[src/rtl/mem_arbiter_pkg.sv]
// Shared types for mem_arbiter: FSM state, owner encoding and the downstream command payload.
package mem_arbiter_pkg;

  localparam int unsigned ADDR_W   = 32;
  localparam int unsigned DATA_W   = 32;
  localparam int unsigned STRB_W   = 4;
  localparam int unsigned STARVE_W = 4;

  typedef enum logic {
    ARB_IDLE = 1'b0,
    ARB_BUSY = 1'b1
  } arb_state_e;

  typedef enum logic {
    ARB_OWN_D = 1'b0,
    ARB_OWN_I = 1'b1
  } arb_owner_e;

  typedef struct packed {
    logic              instr;
    logic              wen;
    logic [ADDR_W-1:0] addr;
    logic [DATA_W-1:0] wdata;
    logic [STRB_W-1:0] wstrb;
  } mem_cmd_t;

endpackage

[src/rtl/mem_arb_sat_ctr.sv]
// Saturating up-counter used for the arbiter wait-cycle statistics.
module mem_arb_sat_ctr #(
  parameter int unsigned W = 32
) (
  input  logic         clk,
  input  logic         rst,
  input  logic         inc,
  output logic [W-1:0] cnt
);

  logic [W-1:0] cnt_q;
  logic [W-1:0] cnt_d;

  always_comb begin
    cnt_d = cnt_q;
    if (inc && (cnt_q != '1)) begin
      cnt_d = cnt_q + W'(1);
    end
  end

  always_ff @(posedge clk or posedge rst) begin
    if (rst) begin
      cnt_q <= '0;
    end else begin
      cnt_q <= cnt_d;
    end
  end

  assign cnt = cnt_q;

endmodule

[src/rtl/mem_arbiter.sv]
// Two-port (fetch/data) arbiter onto a single SRAM-style port, one transaction outstanding.
// Optional wait-cycle counters are enabled by defining MEM_ARB_PERF_EN.
module mem_arbiter
  import mem_arbiter_pkg::*;
#(
  parameter int unsigned STARVE_LIMIT = 4,
  parameter int unsigned PERF_W       = 32
) (
  input  logic              g_clk,
  input  logic              g_reset,
  input  logic              imem_req,
  input  logic [ADDR_W-1:0] imem_addr,
  output logic              imem_gnt,
  output logic              imem_error,
  output logic [DATA_W-1:0] imem_rdata,
  input  logic              dmem_req,
  input  logic              dmem_wen,
  input  logic [ADDR_W-1:0] dmem_addr,
  input  logic [DATA_W-1:0] dmem_wdata,
  input  logic [STRB_W-1:0] dmem_wstrb,
  output logic              dmem_gnt,
  output logic              dmem_error,
  output logic [DATA_W-1:0] dmem_rdata,
  output logic              mem_req,
  output logic              mem_instr,
  output logic              mem_wen,
  output logic [ADDR_W-1:0] mem_addr,
  output logic [DATA_W-1:0] mem_wdata,
  output logic [STRB_W-1:0] mem_wstrb,
  input  logic              mem_gnt,
  input  logic              mem_error,
  input  logic [DATA_W-1:0] mem_rdata,
  output logic [PERF_W-1:0] perf_i_wait,
  output logic [PERF_W-1:0] perf_d_wait
);

  arb_state_e          state_q,  state_d;
  arb_owner_e          owner_q,  owner_d;
  logic [STARVE_W-1:0] starve_q, starve_d;
  mem_cmd_t            cmd_q,    cmd_d;
  logic                mem_req_q, mem_req_d;
  logic                starve_full;
  logic                i_win;
  logic                busy;

  assign starve_full = (starve_q == STARVE_W'(STARVE_LIMIT));
  assign busy        = (state_q == ARB_BUSY);

  // Arbitrate in IDLE; hold the latched command in BUSY until the downstream strobe.
  always_comb begin
    state_d   = state_q;
    owner_d   = owner_q;
    starve_d  = starve_q;
    cmd_d     = cmd_q;
    mem_req_d = mem_req_q;
    i_win     = 1'b0;
    if (state_q == ARB_IDLE) begin
      if (imem_req || dmem_req) begin
        i_win     = imem_req && (!dmem_req || starve_full);
        state_d   = ARB_BUSY;
        mem_req_d = 1'b1;
        if (i_win) begin
          owner_d     = ARB_OWN_I;
          starve_d    = '0;
          cmd_d.instr = 1'b1;
          cmd_d.wen   = 1'b0;
          cmd_d.addr  = imem_addr;
          cmd_d.wdata = '0;
          cmd_d.wstrb = '0;
        end else begin
          owner_d = ARB_OWN_D;
          // Count D grants that overtake a waiting fetch.
          if (imem_req && !starve_full) begin
            starve_d = starve_q + STARVE_W'(1);
          end
          cmd_d.instr = 1'b0;
          cmd_d.wen   = dmem_wen;
          cmd_d.addr  = dmem_addr;
          cmd_d.wdata = dmem_wdata;
          cmd_d.wstrb = dmem_wstrb;
        end
      end
    end else if (mem_gnt) begin
      state_d   = ARB_IDLE;
      mem_req_d = 1'b0;
    end
  end

  always_ff @(posedge g_clk or posedge g_reset) begin
    if (g_reset) begin
      state_q   <= ARB_IDLE;
      owner_q   <= ARB_OWN_D;
      starve_q  <= '0;
      cmd_q     <= '0;
      mem_req_q <= 1'b0;
    end else begin
      state_q   <= state_d;
      owner_q   <= owner_d;
      starve_q  <= starve_d;
      cmd_q     <= cmd_d;
      mem_req_q <= mem_req_d;
    end
  end

  assign mem_req   = mem_req_q;
  assign mem_instr = cmd_q.instr;
  assign mem_wen   = cmd_q.wen;
  assign mem_addr  = cmd_q.addr;
  assign mem_wdata = cmd_q.wdata;
  assign mem_wstrb = cmd_q.wstrb;

  // A response is dropped if its owner has already withdrawn the request.
  assign imem_gnt   = mem_gnt && busy && (owner_q == ARB_OWN_I) && imem_req;
  assign dmem_gnt   = mem_gnt && busy && (owner_q == ARB_OWN_D) && dmem_req;
  assign imem_error = mem_error && imem_gnt;
  assign dmem_error = mem_error && dmem_gnt;
  assign imem_rdata = mem_rdata;
  assign dmem_rdata = mem_rdata;

`ifdef MEM_ARB_PERF_EN
  logic i_wait_inc;
  logic d_wait_inc;

  assign i_wait_inc = imem_req && !(busy && (owner_q == ARB_OWN_I));
  assign d_wait_inc = dmem_req && !(busy && (owner_q == ARB_OWN_D));

  mem_arb_sat_ctr #(.W(PERF_W)) u_i_wait (
    .clk (g_clk),
    .rst (g_reset),
    .inc (i_wait_inc),
    .cnt (perf_i_wait)
  );

  mem_arb_sat_ctr #(.W(PERF_W)) u_d_wait (
    .clk (g_clk),
    .rst (g_reset),
    .inc (d_wait_inc),
    .cnt (perf_d_wait)
  );
`else
  assign perf_i_wait = '0;
  assign perf_d_wait = '0;
`endif

endmodule
[config.mk]
export PLATFORM = sky130hd
export DESIGN_NAME = mem_arbiter
export DESIGN_NICKNAME = d
export VERILOG_FILES = /design/src/rtl/mem_arbiter_pkg.sv /design/src/rtl/mem_arb_sat_ctr.sv /design/src/rtl/mem_arbiter.sv
export SDC_FILE = /design/constraint.sdc
export NUM_CORES = 1
export LEC_CHECK = 0
export BUFFER_PORTS_ARGS = -buffer_cell sky130_fd_sc_hd__buf_4
export CAP_MARGIN = 20
export CORE_AREA = 2 2 134 136
export CTS_CLUSTER_SIZE = 30
export DETAILED_ROUTE_END_ITERATION = 12
export DIE_AREA = 0 0 136 138
export SYNTH_ARGS = -nofsm -noshare
export SYNTH_HDL_FRONTEND = slang
export SYNTH_SLANG_ARGS = --single-unit
export TNS_END_PERCENT = 10
[constraint.sdc]
create_clock -name g_clk -period 2.1 [get_ports g_clk]
set_input_delay 0.105 -clock g_clk [delete_from_list [all_inputs] [get_ports g_clk]]
set_output_delay 0.105 -clock g_clk [all_outputs]
set_load 0.02 [all_outputs]
==> summary.md, run 1 <==
| Metric | Value |
|---|---|
| # rows | `a little under 50` |
| Post-Syn Area per Cell | `around 9.8 sq um` |
| Status | `complete, no violations` |
| Highest cell delay on the worst timing path | `0.40 ns` |
| EDFF count, synth | `0` |
| Synthesis warning total | `0` |
| #FFs+latches synth | `76` |
| Layout cells sized above 1 | `0.362` |
| Number of global-route vias before repair | `around 3500` |
| Die Y | `~140 um` |
| Commonest cells post-synth | `129 x buf_4, 76 x dfrtp_1, 71 x nand2_1` |
| WL/cell | `15.5 um` |
| Syn-to-layout area delta | `38.2%` |
| Pleak | `around 2.9 nW` |
| Final net count | `727` |
| Top cells by area, synth | `dfrtp_1 44%, buf_4 23%, a22o_1 7.8%` |
| Drt first-iter violations | `161` |
| Number of fill cells | `1784` |
| CP Class | `reg -> reg` |
| Worst Path Required | `around 2.3 ns` |
| Worst flop-to-flop path endpoint | `mem_wdata[26]` |
| HP Start | `imem_addr[10]` |
| MaxCap Viol Count | `0` |
| Cell with the most instances after synthesis | `buf_4` |
| Synth top area share | `0.443` |
| Core region area | `~0.018 sq mm` |
| Ys flop type | `dfrtp_1` |
| R2R Setup Slk | `about 0.38 ns` |
| Total wire length | `~13 mm` |
| Full die area | `~0.019 sq mm` |
| Final Hold Vio Count | `0` |
| Pin count of the biggest net entering global routing | `41` |
| CP endpoint kind | `flop` |
| Final Setup Violations | `0` |
| Async SR Flop Fraction | `1.00` |
| Total number of vias | `about 3500` |
| Final worst path period share | `0.818` |
| Grt total ovfl | `0` |
| DRC viols | `0` |
| Hpwl dp | `about 8.6 mm` |
| Die Wd | `~140 um` |
| Starting density of the core | `0.245` |
| Slew headroom | `0.334` |
| Postcts setup bufs | `0` |
| Slowest CP cell | `dfrtp_1` |
| Hold path depth | `3` |
| Seq/Total Area, Yosys | `0.443` |
| HP Class | `in -> reg` |
| Worst-path clk slew | `roughly 0.060 ns` |
| Initial antenna violation count | `0` |
| Count of cell types in the netlist | `32` |
| Max Root-Sink Buffers | `2` |
| Sum of buffers and inverters on the critical path | `1` |
| CTS Sinks | `76` |
| RSZ-0062 raised after global routing | `no` |
| Final TNS setup | `0 ns` |
| Synthesized cell area | `about 0.0043 sq mm` |
| N_diodes | `0` |
| Post-route ant nets | `0` |
| Endpoint, Worst Hold | `mem_addr[10]` |
| CTS tree | `built` |
| Multi-input gate area | `0.00150 sq mm` |
| CTS Buf Count | `9` |
| Final setup skew | `0.00784 ns` |
| Global Route Usage Sum | `0.132` |
| Hold_ws | `between 0.02 and 0.03 ns` |
| Fin. max-slew vios | `0` |
| Peak Freq | `between 500 and 600 MHz` |
| First-pass iteration count of the detailed router | `4` |
| CP Launch Type | `flop` |
| Synth area leader | `dfrtp_1` |
| Cells along the critical path | `inv_1, ha_1, nand4b_4, and3_4, a22o_1` |
| Via density | `4.29` |
| Final Wtd Congestion | `0.699` |
| R2R Path Start | `starve_q[0]` |
| Max FO, Critical Path | `37` |
| Sequential Area | `0.00190 sq mm` |
| Htree depth | `3` |
| Worst-case reg-to-reg path depth | `5` |
| Syn Inst Count | `between 400 and 500` |
| Actual slew at the worst max-slew pin | `about 1 ns` |
| CTS root buf | `clkbuf_16` |
| First-pass GRT wire length | `19.2 mm` |
| Critical path arrival | `~1.9 ns` |
| Min Tclk post-route | `~1.7 ns` |
| Worst vdd ir | `about 430 uV` |
| Top delay family on crit path | `simple AND/OR/NAND/NOR gates` |
| Worst skew pair latency | `between 0.3 and 0.4 ns` |
| I/O pins | `roughly 340` |
| Power Density | `around 1200 mW/mm^2` |
| Port bufs | `181` |
==> per-stage QoR <==
step / setup WS, ns / total power [mW] / utilization / cells / area (sq um)
floorplan: 0.0567 / 4.39 / - / 501 / 4530
global placement: 0.347 / 5.47 / 0.296 / 765 / 5190
detailed placement: 0.320 / 5.51 / 0.296 / 765 / 5190
CTS: 0.374 / 7.46 / 0.338 / 820 / 5930
global route: 0.252 / 7.80 / 0.338 / 820 / 5930
finish: 0.383 / 7.36 / 0.338 / 820 / 5930
==> logic make-up after synthesis <==
group,count (synthesis),share of synthesized area
buf+inv,163,0.267
simple gates,117,0.134
compound gates,78,0.147
flops,76,0.443
fa+ha+maj,2,0.00583
mux,1,0.00233
other cells,1,0.000874
==> flip-flops by register name, indices dropped and copies added, names as in the netlist <==
register and count:
owner_q 1, mem_wstrb 4, mem_req 1, busy 1, mem_addr 32, starve_q 4
mem_wen 1, mem_wdata 32
==> cell usage in the layout, fill, tap and decap left out, drive strengths merged <==
cell type,n
buf,192
dfrtp,76
nand2,71
conb,64
dlygate4sd3,39
a22o,38
nand4,33
o211ai,32
clkbuf,11
inv,6
o21ai,4
bufinv,3
nand2b,2
and2,2
ha,2
clkinv,2
and3b,1
o21ba,1
nand4b,1
o21bai,1
nor2b,1
o311ai,1
or4,1
o22ai,1
and3,1
nor3,1
nor2,1
nor3b,1
nand3,1
mux2i,1
==> worst max-delay path by stage <==
stage | end | depth (start not counted) | slack, ns | from
6_report | mem_wdata[26] | 5 | 0.38 | starve_q[0]
5_1_grt | mem_wdata[12] | 5 | 0.25 | starve_q[0]
4_1_cts | mem_wstrb[2] | 5 | 0.37 | starve_q[0]
3_5_place_dp | mem_addr[29] | 5 | 0.32 | imem_req
3_3_place_gp | mem_addr[6] | 5 | 0.35 | imem_req
2_1_floorplan | busy | 1 | 0.06 | g_reset
==> layout make-up <==
type,instances,area share
clock inverter,5,0.0181
multi-input combinational,262,0.253
inverter,6,0.00401
tap,229,0.0483
clock buffer,11,0.0409
sequential,76,0.321
timing repair buffer,231,0.315
==> report_power, final <==
part	internal, mW	switching (mW)	total (mW)
sequential	2.02	0.351	2.37
clock	1.20	0.642	1.84
combinational	1.35	1.79	3.14
total	4.58	2.78	7.36
==> per-layer routing <==
metal  part of all wire  GRT usage
met4              0.039     0.0751
met1               0.43      0.166
met2               0.45      0.204
met5                  0          0
met3              0.087     0.0356
==> timing repair <==
item / 4_1_cts / 5_1_grt
hold buffers: 39 / 0
endpoints found under the hold margin: 74 / 0
gates resized for setup: 0 / 0
==> worst register-to-register path, cell delays in order (launching register included) <==
cell	delay, ns
dfrtp_1	0.40
inv_1	0.09
ha_1	0.21
nand4b_4	0.25
and3_4	0.40
a22o_1	0.26
No activity file was read; power rests on OpenSTA's default activity.
==> inputs of run 2 (changes only) <==
==> constraint.sdc (replaced) <==
create_clock -name g_clk -period 1.55 [get_ports g_clk]
set_input_delay 0.0775 -clock g_clk [delete_from_list [all_inputs] [get_ports g_clk]]
set_output_delay 0.0775 -clock g_clk [all_outputs]
set_load 0.02 [all_outputs]
==> run 2 against run 1 <==
Clock power is 35% higher. Non-clock buffer count increased by 26. First-iteration DRC count shrank 29%. Clock-buffer cell count unchanged. Critical endpoint is now mem_addr[4]. The run now ends with setup timing left. Sequential share of layout area decreased by 1.8 points. Core utilization up 2.0 points. Hold slack worse by 0.0082 ns. Largest power group unchanged. Global-route usage fell by 0.15 points. Largest cell class is now buffers. Final cell count rose by 3.2%. Final area up 6.0%. Critical path depth rose by 2. Fmax increased by 8.9%.
==> summary.md, run 2 (synthesized netlist as in run 1, its figures left out) <==
| Metric | Value |
|---|---|
| Max Root-Sink Buffers | `2 (unchanged)` |
| Commonest non-fill, non-tap cell in the layout | `buf_4` |
| Leading cell types in the layout, fill and taps excluded | `188 x buf_4, 75 x dfrtp_1, 71 x nand2_1` |
| Number of global-route vias before repair | `3569 (+1.0%)` |
| MaxCap Viol Count | `0 (unchanged)` |
| Starting density of the core | `0.245 (unchanged)` |
| Htree depth | `3 (unchanged)` |
| Layout cells sized above 1 | `0.365 (+0.00257)` |
| Die Y | `138 um (unchanged)` |
| Final worst path period share | `1.02 (+0.200)` |
| Worst skew pair latency | `0.33 ns (about the same)` |
| Max FO, Critical Path | `8 (-78%)` |
| CTS root buf | `clkbuf_16` |
| Layout Cells excl Fill | `846 (+3.2%)` |
| HP Start | `dmem_addr[23]` |
| DRC viols | `0 (unchanged)` |
| Worst vdd ir | `644 uV (+48%)` |
| Syn-to-layout area delta | `46.5%` |
| DP Area | `0.00525 sq mm (+1.1%)` |
| M2 GR Usage | `0.214 (+0.00926)` |
| HP Class | `in -> reg` |
| I/O pins | `342 (unchanged)` |
| Post-route ant nets | `0 (unchanged)` |
| R2R Setup Slk | `-0.03 ns (-0.41 ns)` |
| Final Setup Violations | `15 (+15)` |
| Port bufs | `181 (unchanged)` |
| PnR worst setup slack | `-0.0275 ns (-0.410 ns)` |
| Hold_ws | `0.0204 ns (-0.00825 ns)` |
| Number of fill cells | `1738 (-2.6%)` |
| Final Hold Vio Count | `0 (unchanged)` |
| CP endpoint kind | `flop` |
| Sum of buffers and inverters on the critical path | `3 (+2)` |
| Min Tclk post-route | `1.58 ns (-0.140 ns)` |
| Die Wd | `136 um (unchanged)` |
| CTS Sinks | `76 (unchanged)` |
| Post-Place Setup Slack | `0.0439 ns (-0.276 ns)` |
| Hpwl dp | `8.72 mm (+1.8%)` |
| Core region area | `0.0175 sq mm (unchanged)` |
| Final setup skew | `0.00733 ns (-0.000501 ns)` |
| Status | `finished, violations left` |
| Worst Path Required | `1.76 ns (-0.56 ns)` |
| Failing checks | `setup timing` |
| R2R Path Start | `starve_q[1]` |
| Worst-case reg-to-reg path depth | `7 (+2)` |
| Pin count of the biggest net entering global routing | `77 (+88%)` |
| Peak Freq | `634 MHz (+8.9%)` |
| Global routing's busiest layer | `met2` |
| CTS Buf Count | `9 (unchanged)` |
| Met3 Track Usage GR | `0.0341 (-0.00147)` |
| Grt total ovfl | `0 (unchanged)` |
| Hold path depth | `3 (unchanged)` |
| Drt first-iter violations | `114 (-29%)` |
| Global Route Usage Sum | `0.131 (-0.00147)` |
| Critical path arrival | `1.79 ns (-0.15 ns)` |
| Total wire length | `13.2 mm (+4.1%)` |
| WL/cell | `15.6 um (+0.94%)` |
| CP Launch Type | `flop` |
| Final TNS setup | `-0.127 ns (-0.127 ns)` |
| RSZ-0062 raised after global routing | `yes` |
| Highest cell delay on the worst timing path | `0.41 ns (about the same)` |
| Power Density | `1630 mW/mm^2 (+31%)` |
| # rows | `49 (unchanged)` |
| Met1 Track Usage GR | `0.155 (-0.0111)` |
| First-pass GRT wire length | `18.9 mm (-1.7%)` |
| Multi-input gate area | `0.00152 sq mm (+1.3%)` |
| Total number of vias | `3649 (+3.8%)` |
| Worst-path clk slew | `0.06 ns (about the same)` |
| Full die area | `0.0188 sq mm (unchanged)` |
| Sequential Area | `0.00190 sq mm (about the same)` |
| Cells after DPL | `767 (+0.26%)` |
| First-pass iteration count of the detailed router | `4 (unchanged)` |
| N_diodes | `0 (unchanged)` |
| Final Wtd Congestion | `0.746 (+6.8%)` |
| Final net count | `753 (+3.6%)` |
| Fin. max-slew vios | `0 (unchanged)` |
| Via density | `4.31 (+0.65%)` |
| Design area | `0.00629 sq mm (+6.0%)` |
| Slowest CP cell | `dfrtp_1` |
| Initial antenna violation count | `0 (unchanged)` |
| Worst flop-to-flop path endpoint | `mem_addr[4]` |
| Endpoint, Worst Hold | `mem_addr[23]` |
| Top delay family on crit path | `flip-flops` |
| CP Class | `reg -> reg` |
| Pleak | `3.06 nW (+5.0%)` |
| Cells along the critical path | `inv_2, ha_4, and3b_2, o21ai_4, buf_12, clkbuf_16, o211ai_1` |
| CTS tree | `built` |
[run 2: cell count changes in the layout (fill, tap and decap cells not counted), sizes merged]
cell / change
clkinvlp: +1
clkinv: -1
buf: +3
dlygate4sd3: +21
clkbuf: +2
[run 2: timing repair]
action / in CTS / in global routing
setup buffers: 0 / 1
setup endpoints to repair: 0 / 73
resized for setup: 0 / 7
endpoints found under the hold margin: 135 / 0
hold buffers: 60 / 0
[run 2: worst max-delay path by stage]
stage	start	end	slack (ns)	cells after the start
finish	starve_q[1]	mem_addr[4]	-0.03	7
CTS	starve_q[1]	mem_wdata[29]	0.007	5
floorplan	starve_q[0]	mem_wdata[10]	0.04	7
global placement	starve_q[1]	mem_addr[8]	0.06	6
detailed placement	starve_q[1]	mem_addr[15]	0.04	6
global route	starve_q[1]	mem_addr[8]	-0.07	7
[run 2: worst reg2reg max path: stages, from the launching register on]
cell and delay [ns]:
dfrtp_1 0.41, inv_2 0.07, ha_4 0.16, and3b_2 0.22, o21ai_4 0.17, buf_12 0.15, clkbuf_16 0.16, o211ai_1 0.10
[run 2: final cells by class]
cell class / instances / share of cell area
Timing Repair Buffer: 257 / 0.350
Sequential cell: 76 / 0.303
Multi-Input combinational cell: 262 / 0.242
Tap cell: 229 / 0.0456
Clock buffer: 11 / 0.0386
Clock inverter: 5 / 0.0171
Inverter: 6 / 0.00418
[run 2: through the flow]
step | power (mW) | util
detailed placement | 7.57 | 0.299
global placement | 7.52 | 0.299
CTS | 10.3 | 0.353
floorplan | 5.95 | -
global route | 10.9 | 0.359
finish | 10.2 | 0.359
[run 2: metal layers]
metal | share of wire | vias up
li1 | - | 1680
met1 | 0.40 | 1726
met2 | 0.47 | 190
met3 | 0.096 | 53
met4 | 0.040 | 0
met5 | 0 | -
[run 2: power by group]
group          switching (mW)  total (mW)  internal [mW]
sequential              0.485        3.23           2.74
combinational            2.50        4.53           2.03
clock                   0.859        2.49           1.63
total                    3.84        10.2           6.41
==> inputs of run 3 (changes only) <==
--- a/config.mk
+++ b/config.mk
@@ -11,6 +11,8 @@
 export CTS_CLUSTER_SIZE = 30
 export DETAILED_ROUTE_END_ITERATION = 12
 export DIE_AREA = 0 0 136 138
+export MAX_ROUTING_LAYER = met4
+export SLEW_MARGIN = 20
 export SYNTH_ARGS = -nofsm -noshare
 export SYNTH_HDL_FRONTEND = slang
 export SYNTH_SLANG_ARGS = --single-unit
==> run 3 against run 2 <==
The flow finishes with violations (DRC, setup timing). Clock power barely moved. Non-clock buffer count unchanged. Critical path depth is the same. Die area unchanged. Hold slack improved by 0.0011 ns. Setup slack improved by 0.00077 ns.
==> summary.md, run 3 (synthesized netlist as in run 1, its figures left out) <==
| Metric | Value |
|---|---|
| Fin. max-slew vios | `0 (unchanged)` |
| Leading cell types in the layout, fill and taps excluded | `188 x buf_4, 75 x dfrtp_1, 71 x nand2_1` |
| Final setup skew | `0.00730 ns (-0.0000360 ns)` |
| Initial antenna violation count | `0 (unchanged)` |
| Drt first-iter violations | `137 (+20%)` |
| Full die area | `0.0188 sq mm (unchanged)` |
| Global Route Usage Sum | `0.135 (+0.00390)` |
| Htree depth | `3 (unchanged)` |
| WL/cell | `15.7 um (+0.15%)` |
| Final Setup Violations | `15 (unchanged)` |
| MaxCap Viol Count | `0 (unchanged)` |
| Commonest non-fill, non-tap cell in the layout | `buf_4` |
| Final worst path period share | `1.02 (about the same)` |
| CTS root buf | `clkbuf_16` |
| Failing checks | `DRC, setup timing` |
| Pin count of the biggest net entering global routing | `77 (unchanged)` |
| Final net count | `753 (unchanged)` |
| Core region area | `0.0175 sq mm (unchanged)` |
| Die Y | `138 um (unchanged)` |
| CP Class | `reg -> reg` |
| Number of fill cells | `1738 (unchanged)` |
| Total chip power | `10.3 mW (about the same)` |
| First-pass GRT wire length | `18.9 mm (about the same)` |
| Worst Path Required | `1.76 ns (about the same)` |
| Starting density of the core | `0.245 (unchanged)` |
| Final Hold Vio Count | `0 (unchanged)` |
| Syn-to-layout area delta | `46.5% (unchanged)` |
| First-pass iteration count of the detailed router | `9 (+5)` |
| Power Density | `1630 mW/mm^2 (about the same)` |
| I/O pins | `342 (unchanged)` |
| CTS Buf Count | `9 (unchanged)` |
| CP Launch Type | `flop` |
| Highest cell delay on the worst timing path | `0.41 ns (about the same)` |
| Post-route ant nets | `0 (unchanged)` |
| CTS Sinks | `76 (unchanged)` |
| Grt total ovfl | `0 (unchanged)` |
| Layout cells sized above 1 | `0.365 (unchanged)` |
| PnR worst setup slack | `-0.0267 ns (+0.000772 ns)` |
| Design area | `0.00629 sq mm (unchanged)` |
| Max FO, Critical Path | `8 (unchanged)` |
| DP Area | `0.00525 sq mm (unchanged)` |
| Peak Freq | `634 MHz (about the same)` |
| Util after Layout | `0.359 (unchanged)` |
| RSZ-0062 raised after global routing | `yes` |
| Die Wd | `136 um (unchanged)` |
| CP endpoint kind | `flop` |
| Cells along the critical path | `inv_2, ha_4, and3b_2, o21ai_4, buf_12, clkbuf_16, o211ai_1` |
| Min Tclk post-route | `1.58 ns (-0.000772 ns)` |
| CTS tree | `built` |
| Worst skew pair latency | `0.33 ns (about the same)` |
| Critical path arrival | `1.79 ns (about the same)` |
| Max Root-Sink Buffers | `2 (unchanged)` |
| Pleak | `3.06 nW (unchanged)` |
| DRC viols | `3 (+3)` |
| Worst-path clk slew | `0.06 ns (about the same)` |
| Status | `finished, violations left` |
| Total number of vias | `3678 (+0.79%)` |
| Number of global-route vias before repair | `3558 (-0.31%)` |
| Port bufs | `181 (unchanged)` |
| # rows | `49 (unchanged)` |
| Sum of buffers and inverters on the critical path | `3 (unchanged)` |
| Hpwl dp | `8.72 mm (unchanged)` |
| HP Class | `in -> reg` |
| Final Wtd Congestion | `0.756 (+1.3%)` |
| Total wire length | `13.3 mm (+0.15%)` |
| Post-Place Setup Slack | `0.0439 ns (unchanged)` |
| Slowest CP cell | `dfrtp_1` |
| Via density | `4.35 (+0.79%)` |
| Top delay family on crit path | `flip-flops` |
| Hold_ws | `0.0215 ns (+0.00109 ns)` |
| Worst vdd ir | `644 uV (about the same)` |
| N_diodes | `0 (unchanged)` |
run 3: cell counts in the layout (fill, tap and decap cells not counted):
Identical to the previous run, type by type.
run 3: metal layers:
metal / global-route usage / wire (um) / vias up
met5: - / 0 / -
met4: 0.0740 / 515 / 0
met3: 0.0341 / 1190 / 60
met2: 0.214 / 6190 / 205
met1: 0.155 / 5360 / 1731
li1: - / - / 1682
run 3: layout make-up:
type / instances / area [sq um] / share of cell area
Tap cell: 229 / 287 / 0.0456
Inverter: 6 / 26.3 / 0.00418
Timing Repair Buffer: 257 / 2200 / 0.350
Sequential cell: 76 / 1900 / 0.303
Multi-Input combinational cell: 262 / 1520 / 0.242
Clock buffer: 11 / 243 / 0.0386
Clock inverter: 5 / 108 / 0.0171
run 3: through the flow:
stage | TNS [ns] | cells
2_1_floorplan | 0 | 501
3_3_place_gp | 0 | 767
3_5_place_dp | 0 | 767
4_1_cts | 0 | 843
5_1_grt | -1.75 | 846
6_report | -0.122 | 846
run 3: path summary, 6_finish.rpt:
kind | startpoint | end | slack, ns | cells past startpoint
min in group asynchronous | g_reset | mem_wdata[5] | 0.46 | 4
min reg2reg | mem_req | mem_req | 0.48 | 2
max in group asynchronous | g_reset | busy | 0.75 | 4
max | starve_q[1] | mem_addr[4] | -0.03 | 7
max reg2reg | starve_q[1] | mem_addr[4] | -0.03 | 7
min | imem_addr[4] | mem_addr[4] | 0.02 | 3
run 3: worst reg2reg max path: stages (launching register included):
cell and delay [ns]:
dfrtp_1 0.41, inv_2 0.07, ha_4 0.16, and3b_2 0.22
o21ai_4 0.17, buf_12 0.15, clkbuf_16 0.16, o211ai_1 0.10
run 3: where the power goes:
group | switching (mW) | internal [mW]
Combinational | 2.50 | 2.03
Sequential | 0.485 | 2.74
Clock | 0.859 | 1.63
Total | 3.85 | 6.41
run 3: what timing repair did:
| action | CTS | global route |
|---|---|---|
| hold buffers | 60 | 0 |
| setup buffers | 0 | 1 |
| endpoints found under the hold margin | 135 | 0 |
| resized for setup | 0 | 7 |
| endpoints found under the setup margin | 0 | 73 |
